==> config.mk <==
export PLATFORM = sky130hd
export DESIGN_NAME = mainfsm
export DESIGN_NICKNAME = d
export VERILOG_FILES = /design/src/rtl/arm_ctrl_pkg.sv /design/src/rtl/mainfsm.sv
export SDC_FILE = /design/constraint.sdc
export NUM_CORES = 1
export LEC_CHECK = 0
export BUFFER_PORTS_ARGS = -buffer_cell sky130_fd_sc_hd__buf_2
export CORE_AREA = 2 2 39 41
export DETAILED_ROUTE_END_ITERATION = 12
export DIE_AREA = 0 0 41 43
export PLACE_DENSITY_LB_ADDON = 0.2
export REMOVE_ABC_BUFFERS = 1
export SLEW_MARGIN = 20
export SYNTH_ARGS = -nofsm -noshare
export SYNTH_HDL_FRONTEND = slang
export SYNTH_SLANG_ARGS = --single-unit
==> constraint.sdc <==
create_clock -name clk -period 2.19 [get_ports clk]
set_clock_uncertainty 0.1 [all_clocks]
set_input_delay 0.1095 -clock clk [delete_from_list [all_inputs] [get_ports clk]]
set_output_delay 0.1095 -clock clk [all_outputs]
set_load 0.01 [all_outputs]
==> src/rtl/arm_ctrl_pkg.sv <==
// rtl/arm_ctrl_pkg.sv - shared encodings for the multicycle ARM control unit
package arm_ctrl_pkg;

    localparam logic [3:0] S_FETCH    = 4'd0;
    localparam logic [3:0] S_DECODE   = 4'd1;
    localparam logic [3:0] S_MEMADR   = 4'd2;
    localparam logic [3:0] S_MEMRD    = 4'd3;
    localparam logic [3:0] S_MEMWB    = 4'd4;
    localparam logic [3:0] S_MEMWR    = 4'd5;
    localparam logic [3:0] S_EXECUTER = 4'd6;
    localparam logic [3:0] S_EXECUTEI = 4'd7;
    localparam logic [3:0] S_ALUWB    = 4'd8;
    localparam logic [3:0] S_BRANCH   = 4'd9;
    localparam logic [3:0] S_UNKNOWN  = 4'd10;

    typedef enum logic [3:0] {
        FETCH    = S_FETCH,
        DECODE   = S_DECODE,
        MEMADR   = S_MEMADR,
        MEMRD    = S_MEMRD,
        MEMWB    = S_MEMWB,
        MEMWR    = S_MEMWR,
        EXECUTER = S_EXECUTER,
        EXECUTEI = S_EXECUTEI,
        ALUWB    = S_ALUWB,
        BRANCH   = S_BRANCH,
        UNKNOWN  = S_UNKNOWN
    } state_t;

    localparam logic [1:0] OP_DP  = 2'b00;
    localparam logic [1:0] OP_MEM = 2'b01;
    localparam logic [1:0] OP_BR  = 2'b10;
    localparam logic [1:0] OP_UND = 2'b11;

    localparam logic [1:0] SRCB_WD  = 2'b00;
    localparam logic [1:0] SRCB_IMM = 2'b01;
    localparam logic [1:0] SRCB_4   = 2'b10;

    localparam logic [1:0] RES_ALUOUT = 2'b00;
    localparam logic [1:0] RES_DATA   = 2'b01;
    localparam logic [1:0] RES_ALUR   = 2'b10;

endpackage

==> src/rtl/mainfsm.sv <==
// rtl/mainfsm.sv - Moore main controller sequencing fetch/decode/execute/memory/writeback
module mainfsm
    import arm_ctrl_pkg::*;
(
    input  logic       clk,
    input  logic       reset,
    input  logic [1:0] Op,
    input  logic [5:0] Funct,
    output logic       IRWrite,
    output logic       AdrSrc,
    output logic       ALUSrcA,
    output logic [1:0] ALUSrcB,
    output logic [1:0] ResultSrc,
    output logic       ALUOp,
    output logic       NextPC,
    output logic       RegW,
    output logic       MemW,
    output logic       Branch
);

    state_t state, next;

    // only the I and L/S bits steer the sequence; the rest belongs to the ALU decoder
    logic unused_funct;
    assign unused_funct = ^Funct[4:1];

    always_ff @(posedge clk) begin
        if (reset) state <= FETCH;
        else       state <= next;
    end

    always_comb begin
        next = FETCH;
        case (state)
            FETCH:    next = DECODE;
            DECODE: begin
                case (Op)
                    OP_MEM:  next = MEMADR;
                    OP_DP:   next = Funct[5] ? EXECUTEI : EXECUTER;
                    OP_BR:   next = BRANCH;
                    default: next = UNKNOWN;
                endcase
            end
            MEMADR:   next = Funct[0] ? MEMRD : MEMWR;
            MEMRD:    next = MEMWB;
            EXECUTER: next = ALUWB;
            EXECUTEI: next = ALUWB;
            default:  next = FETCH;
        endcase
    end

    // write strobes appear only after the execute/address cycle so CondEx is already registered
    always_comb begin
        IRWrite   = 1'b0;
        AdrSrc    = 1'b0;
        ALUSrcA   = 1'b0;
        ALUSrcB   = SRCB_WD;
        ResultSrc = RES_ALUOUT;
        ALUOp     = 1'b0;
        NextPC    = 1'b0;
        RegW      = 1'b0;
        MemW      = 1'b0;
        Branch    = 1'b0;
        case (state)
            FETCH: begin
                IRWrite   = 1'b1;
                ALUSrcA   = 1'b1;
                ALUSrcB   = SRCB_4;
                ResultSrc = RES_ALUR;
                NextPC    = 1'b1;
            end
            DECODE: begin
                ALUSrcA   = 1'b1;
                ALUSrcB   = SRCB_4;
                ResultSrc = RES_ALUR;
            end
            MEMADR:   ALUSrcB = SRCB_IMM;
            MEMRD:    AdrSrc  = 1'b1;
            MEMWB: begin
                ResultSrc = RES_DATA;
                RegW      = 1'b1;
            end
            MEMWR: begin
                AdrSrc = 1'b1;
                MemW   = 1'b1;
            end
            EXECUTER: ALUOp = 1'b1;
            EXECUTEI: begin
                ALUSrcB = SRCB_IMM;
                ALUOp   = 1'b1;
            end
            ALUWB:    RegW = 1'b1;
            BRANCH: begin
                ALUSrcB   = SRCB_IMM;
                ResultSrc = RES_ALUR;
                Branch    = 1'b1;
            end
            default: ;
        endcase
    end

endmodule
## Word-level counts from Yosys, hierarchy flattened

Index checks and enable logic that the tools add are counted.

| storage, ports and cells | value |
|---|---|
| output and inout bits | 12 |
| word-level logic and storage cells | 33 |
| input port bits | 10 |
| flip-flop bits (word level) | 4 |

| cells by class | value |
|---|---|
| mux-type cells | 13 |
| equal/unequal tests | 11 |
| reduce and logical (&&, ||, !) cells | 8 |

Operators with widths:

| cell | number |
|---|---|
| 4-bit one-hot mux with 5 select lines | 1 |
| 4-bit by 3-bit == test with 1-bit output, second input constant | 4 |
| 4-bit one-hot mux with 3 select lines | 1 |
| 4-bit by 2-bit == test with 1-bit output, second input constant | 2 |
| 4-bit == test, second input constant | 2 |
| 1-bit 2-to-1 mux | 8 |
| 2-bit one-hot mux with 2 select lines | 2 |
| 2-bit OR reduction | 4 |
| 3-bit OR reduction | 2 |
| 4-bit by 1-bit == test with 1-bit output, second input constant | 1 |
| 4-bit logical NOT | 1 |
| 3-bit 2-to-1 mux | 1 |
| 2-bit by 1-bit == test with 1-bit output, second input constant | 1 |
| 2-bit == test, second input constant | 1 |
| 2-bit logical NOT | 1 |

## Logic depth before layout (Yosys ltp)

Gate-level depths: netlist (run 1).

| depth | value |
|---|---|
| depth in word-level cells | 3 |
| mapped depth | 4 |
| mapped depth without buffers | 3 |

## Worst setup path after synthesis (run 1)

OpenSTA, ideal clock, no wires.

| timing | value |
|---|---|
| path kind | flip-flop to output port |
| start | reg state[1] |
| end | out NextPC |
| required time | 1.980 ns |
| cell stages (with the launch flop) | 4 |
| data arrival time | 1.210 ns |
| path slack | 0.770 ns |
| buffers on the path | 2 |
| cells stage by stage | dfxtp_1 -> buf_4 -> nor4_1 -> buf_4 |

| between the ends | value |
|---|---|
| cells in the longest elaborated chain, start to end | 2 |

RTL lines:

| element | RTL line | source |
|---|---|---|
| from (decl) | mainfsm.sv:21 | `state_t state, next;` |
| from (signal assigned) | mainfsm.sv:29 | `else state <= next;` |
| 4-bit logical NOT | -- |  |
| 1-bit 2-to-1 mux | -- |  |
| to (decl) | mainfsm.sv:15 | `output logic NextPC,` |

Every way passes these cells.

## Worst setup path in the final report (run 1)

| timing | value |
|---|---|
| start | reg state[3] |
| end | out ALUSrcB[0] |

| between the ends | value |
|---|---|
| cells in the longest elaborated chain, start to end | 3 |
| elaborated cells between the ends (all ways) | 8 |
| those cells by class | 4 x eq/ne; 1 x mux; 3 x reduce/logical |

RTL lines:

| element | RTL line | source |
|---|---|---|
| 4-bit == test, or another cell as far along | mainfsm.sv:64 | `case (state)` |
| 3-bit OR reduction (no line) or 2-bit OR reduction (tied branches) | -- |  |
| 2-bit one-hot mux with 2 select lines (*) | mainfsm.sv:64 |  |
| to (decl) | mainfsm.sv:12 | `output logic [1:0] ALUSrcB,` |

Mark *: on every way between the ends. The rest lies on a longest branch, timed or not.

==> out/metrics.cfg, run 1 <==
[die]
fp.dieH_um=43
io_pins=22
start_util_pct=23.5
die_w_um=41
rows=14
die_area_mm2=0.00176
core_area_mm2=0.00138

[setup_path]
rr_worst_depth=3
crit_type=flop to output pin
cp.arrival_ps=1450
worstSetupEndpointType=output pin
startpoint_type=flop
crit_fanout=10
critPathRequiredTime_ps=1980
reg2reg_setup_slack_ps=850

[logic_synthesis]
ys_seq_area_share_pct=24.6
synth_ff_type=dfxtp_1
async_flop_share_pct=0
synth_area_um2=325
synthDistinctLibCells=20
syn_avg_cell_area_um2=7.57
synth_edf_count=0
synth_warnings=0
ys_seq_elements=4
syn_inst=43

[layout]
largest_reg_flops=4
layout-drive-gt1-share_pct=40.0
final_area_um2=422
area_delta_synth_final_pct=29.6
top_regs=state (4)
fillers=157
layout_common_cells=buf_2, nor2_1, nor3_1, dfxtp_1
fin_nets=72
antenna_cells=0
layout_commonest_cell=buf_2
regMostFlops=state

[sta]
setup_viol=0
min_period_ps=1660
fin_tns_setup_ps=0
fin_crit_sh_pct=75.7
finalHoldViolations=0
timing_worst_slew_pin_value_ps=344
slew_viol_final=0
rsz0062_at_grt=false
clock.fmax_mhz=603
relSlewSlack_pct=77.1

[clock_network]
htreeDepth=1
cts_sinks=4
cts_resized=0
cts_tree=built
clk_latency_ps=230
root_buffer=clkbuf_4
clkTransAtPathRegs_ps=30
cts_inserted_buffers=3
clockBufferDepth=2
cts_setup_buffers=0

[grt]
gr-usage-all-layers_pct=8.24
grt.overflow.total=0
grt_pass1_wl_um=966
grt_pass1_vias=246
antenna_found_initial=0
grt_max_degree=14

[job]
maxCapViolCount=0

[power_and_ir_drop]
p_leak_nw=0.196
vdd_drop_max_mv=0.227
pwr-share-seq_pct=33.8
p_int_mw=0.189
switchingPower_mw=0.0884
clkPwrFrac_pct=31.4
combPwrFrac_pct=34.8
p_sw_share_pct=31.9
power.density_mw_per_mm2=658

[placement]
place_area_um2=389
dpl.hpwl_um=541
gp_congestion=0.628
port_buffers=17

[drt]
firstDrtPassIters=2
ant_nets=0
vias_per_cell=4.21
postRouteWirelength_um=672
drtIter0Drc=9
vias=320
routedWlPerCell_um=8.84
drc=0

[status]
status=finished, final reports clean

[min_path]
hold_path.class=primary input to flop
holdPathStages=3

## worst paths after layout
check	end	start
setup / recovery	ALUSrcB[0]	state[3]
hold / removal	state[1]	Funct[0]
setup reg to reg	state[3]	state[0]
hold reg to reg	state[0]	state[0]
## Yosys cell counts (all sizes together) (2+ instances only)
master	instances	area [um^2]
nor3	4	20.0
nand2	2	7.51
buf	5	48.8
o21ai	2	10.0
or3	3	18.8
nand2b	4	32.5
a21oi	3	15.0
dfxtp	4	80.1
nor2	6	22.5
a211oi	2	20.0
inv	2	7.51
## cell families (layout without fill, tap and decap cells)
family | after synthesis | count (layout) | synth area share, %
flops | 4 | 4 | 24.6
xor+xnor | 1 | 1 | 2.69
simple gates | 23 | 23 | 39.2
buf+inv | 7 | 24 | 17.3
compound gates | 8 | 8 | 16.2
## metrics by stage
stage	hold slack (ps)	util [%]	setup WS [ps]	power [mW]	std cells
after CTS	56.9	30.5	509	0.287	76
after floorplan	74.1	-	780	0.151	38
final	62.3	30.5	531	0.278	76
after detailed placement	197	28.1	757	0.192	72
after global routing	92.0	30.5	423	0.299	76
after global placement	189	28.1	754	0.192	72
## power by group through the flow
stage                     registers [mW]  clock network, mW  logic (mW)
after floorplan                   0.0960                  0      0.0555
after global placement            0.0956                  0      0.0966
after detailed placement          0.0953                  0      0.0969
after CTS                         0.0941             0.0943      0.0983
after global routing              0.0960             0.0942       0.109
final                             0.0939             0.0871      0.0965
## worst max-delay path: stages, from the launching register on
cell and delay [ps]:
dfxtp_1 480, nand2b_1 220, nor2_1 60, or3_1 330, buf_2 140
## metal layers
layer / part of all wire [%] / track usage [%] / up-vias
li1: - / - / 178
met1: 48 / 11.6 / 131
met2: 45 / 9.69 / 11
met3: 7.0 / 1.57 / 0
met4: 0 / 8.00 / 0
met5: 0 / 0 / -
## area by class of cell
cell class | count | area [um^2] | area share, %
tap | 16 | 20.0 | 4.75
clock buffer | 3 | 22.5 | 5.34
sequential | 4 | 80.1 | 19.0
timing repair buffer | 19 | 103 | 24.3
inverter | 2 | 7.51 | 1.78
multi-input combinational | 32 | 189 | 44.8
## repair_timing
item,CTS,global route
endpoints found under the setup margin,0,0
endpoints found under the hold margin,1,0
hold buffers,1,0
(Power assumes the default switching activity.)
==> run 2: changes to the inputs <==
clock period = 1.7 ns   (was 2.19 ns; I/O delays follow)
==> run 2 against run 1 <==
Effect of this change:
- sequential share of layout area is 0.48 points higher
- utilization is 0.18 points higher
- via count is 6.3% higher
- hold slack worse by 34 ps
- register-to-register slack worse by 480 ps
- count of clock-buffer cells in the layout stayed put
- cell count stayed put
- sequential power is 32% higher
- first-iteration DRC count is 78% lower
- setup slack worse by 380 ps
- die area stayed put
- cell area is 0.59% higher
- critical path type unchanged
- critical endpoint unchanged
==> out/metrics.cfg, run 2 (synthesized netlist as in run 1, its figures left out) <==
[layout]
regArea_um2=82.6  ; +3.1%
layout-drive-gt1-share_pct=43.3  ; +3.3 points
multi_input_area_um2=189  ; unchanged
layout_common_cells=buf_2, nor2_1, nor3_1
largest_reg_flops=4  ; unchanged
fillers=176  ; +12%
fin_nets=72  ; unchanged
final_area_um2=424  ; +0.59%
top_regs=state (4)
regMostFlops=state
area_delta_synth_final_pct=30.4
layout_commonest_cell=buf_2
antenna_cells=0  ; unchanged
stdcell_count=76  ; unchanged

[power_and_ir_drop]
fin_total_pwr_mw=0.360  ; +30%
power.density_mw_per_mm2=848  ; +29%
p_leak_nw=0.196  ; +0.46%
vdd_drop_max_mv=0.281  ; +24%

[die]
rows=14  ; unchanged
io_pins=22  ; unchanged
die_area_mm2=0.00176  ; unchanged
start_util_pct=23.5  ; unchanged
die_w_um=41  ; unchanged
core_area_mm2=0.00138  ; unchanged
fp.dieH_um=43  ; unchanged

[sta]
fin_tns_setup_ps=0  ; unchanged
setup_ws_ps=146  ; -385 ps
fin_crit_sh_pct=91.4
relSlewSlack_pct=77.8  ; +0.77 points
finalHoldViolations=0  ; unchanged
timing_worst_slew_pin_value_ps=332  ; -11.5 ps
rsz0062_at_grt=false
clock.fmax_mhz=644
min_period_ps=1550
slew_viol_final=0  ; unchanged
setup_viol=0  ; unchanged

[clock_network]
cts_inserted_buffers=3  ; unchanged
clockBufferDepth=2  ; unchanged
htreeDepth=1  ; unchanged
clk_latency_ps=230  ; about the same
cts_tree=built
cts_setup_buffers=0  ; unchanged
cts_sinks=4  ; unchanged
clkTransAtPathRegs_ps=40  ; about the same
root_buffer=clkbuf_4

[drt]
postRouteWirelength_um=694  ; +3.3%
ant_nets=0  ; unchanged
firstDrtPassIters=2  ; unchanged
vias=340  ; +6.3%
drtIter0Drc=2  ; -7
drc=0  ; unchanged
vias_per_cell=4.47  ; +6.3%
routedWlPerCell_um=9.13  ; +3.3%

[setup_path]
worstSetupEndpointType=output pin
max_stage_delay_ps=410  ; -70 ps
reg2reg_setup_slack_ps=370  ; -480 ps
rr_worst_depth=3  ; unchanged
crit_type=flop to output pin
path_cells=nand2b_1, nor2_1, or3_1, buf_2
startpoint_type=flop
crit_path_top_delay_cell=dfxtp_2
crit_fanout=10  ; unchanged
worst_path_dominant_cell_family=simple AND/OR/NAND/NOR gates
r2r-end=state[3]
regToRegStartpoint=state[0]
cp.arrival_ps=1370  ; -80 ps
critPathRequiredTime_ps=1510  ; -470 ps
critical_path_buf_inv_count=1  ; unchanged

[min_path]
hp-start=Funct[0]
holdPathStages=3  ; unchanged
hold_end=state[2]
hold_path.class=primary input to flop

[status]
status=finished, final reports clean

[grt]
grt_max_degree=11  ; -3
grt_pass1_vias=278  ; +13%
gr-usage-all-layers_pct=8.43  ; +0.19 points
grt.overflow.total=0  ; unchanged
antenna_found_initial=0  ; unchanged
grt_pass1_wl_um=993  ; +2.8%

[placement]
post-place-ws_ps=269  ; -488 ps
dp.cells=72  ; unchanged
gp_congestion=0.628  ; about the same
place_area_um2=389  ; unchanged
dpl.hpwl_um=556  ; +2.9%
port_buffers=17  ; unchanged

[job]
maxCapViolCount=0  ; unchanged

-- run 2: layout make-up --
class / count / share of cell area [%]
tap: 16 / 4.72
clock buffer: 3 / 5.31
sequential: 4 / 19.5
multi-input combinational: 32 / 44.5
inverter: 2 / 1.77
timing repair buffer: 19 / 24.2
-- run 2: worst min-delay path, cell delays in order --
cell	delay (ps)
buf_2	90
nand2b_1	90
a21oi_1	50
-- run 2: per-stage QoR --
step,hold WS (ps),util [%]
2_1_floorplan,49.6,-
3_3_place_gp,164,28.1
3_5_place_dp,167,28.1
4_1_cts,30.3,30.5
5_1_grt,39.0,30.7
6_report,28.0,30.7
-- run 2: where the power goes --
part / internal [mW] / switching (mW) / total (mW)
registers: 0.104 / 0.0196 / 0.124
clock network: 0.0787 / 0.0348 / 0.114
logic: 0.0617 / 0.0610 / 0.123
total: 0.244 / 0.115 / 0.360
-- run 2: worst max path at each step --
stage	from	end	slack, ps	cells after the start
final	state[3]	ALUSrcB[0]	150	4
after global routing	state[3]	ALUSrcB[0]	60	4
after CTS	state[3]	ALUSrcB[0]	20	4
after detailed placement	state[3]	ALUSrcB[0]	270	4
after global placement	state[3]	ALUSrcB[0]	290	4
after floorplan	state[1]	ALUSrcB[0]	310	3
-- run 2: timing repair --
item,in CTS,in global routing
endpoints found under the hold margin,1,0
hold buffers,1,0
endpoints found under the setup margin,0,1
resized for setup,0,2
-- run 2: metal layers --
| layer | vias up | routed length [um] | track usage, % |
|---|---|---|---|
| li1 | 181 | - | - |
| met1 | 148 | 336 | 10.3 |
| met2 | 11 | 311 | 11.6 |
| met3 | 0 | 47 | 1.57 |
| met4 | 0 | 0 | 8.00 |
| met5 | - | 0 | 0 |
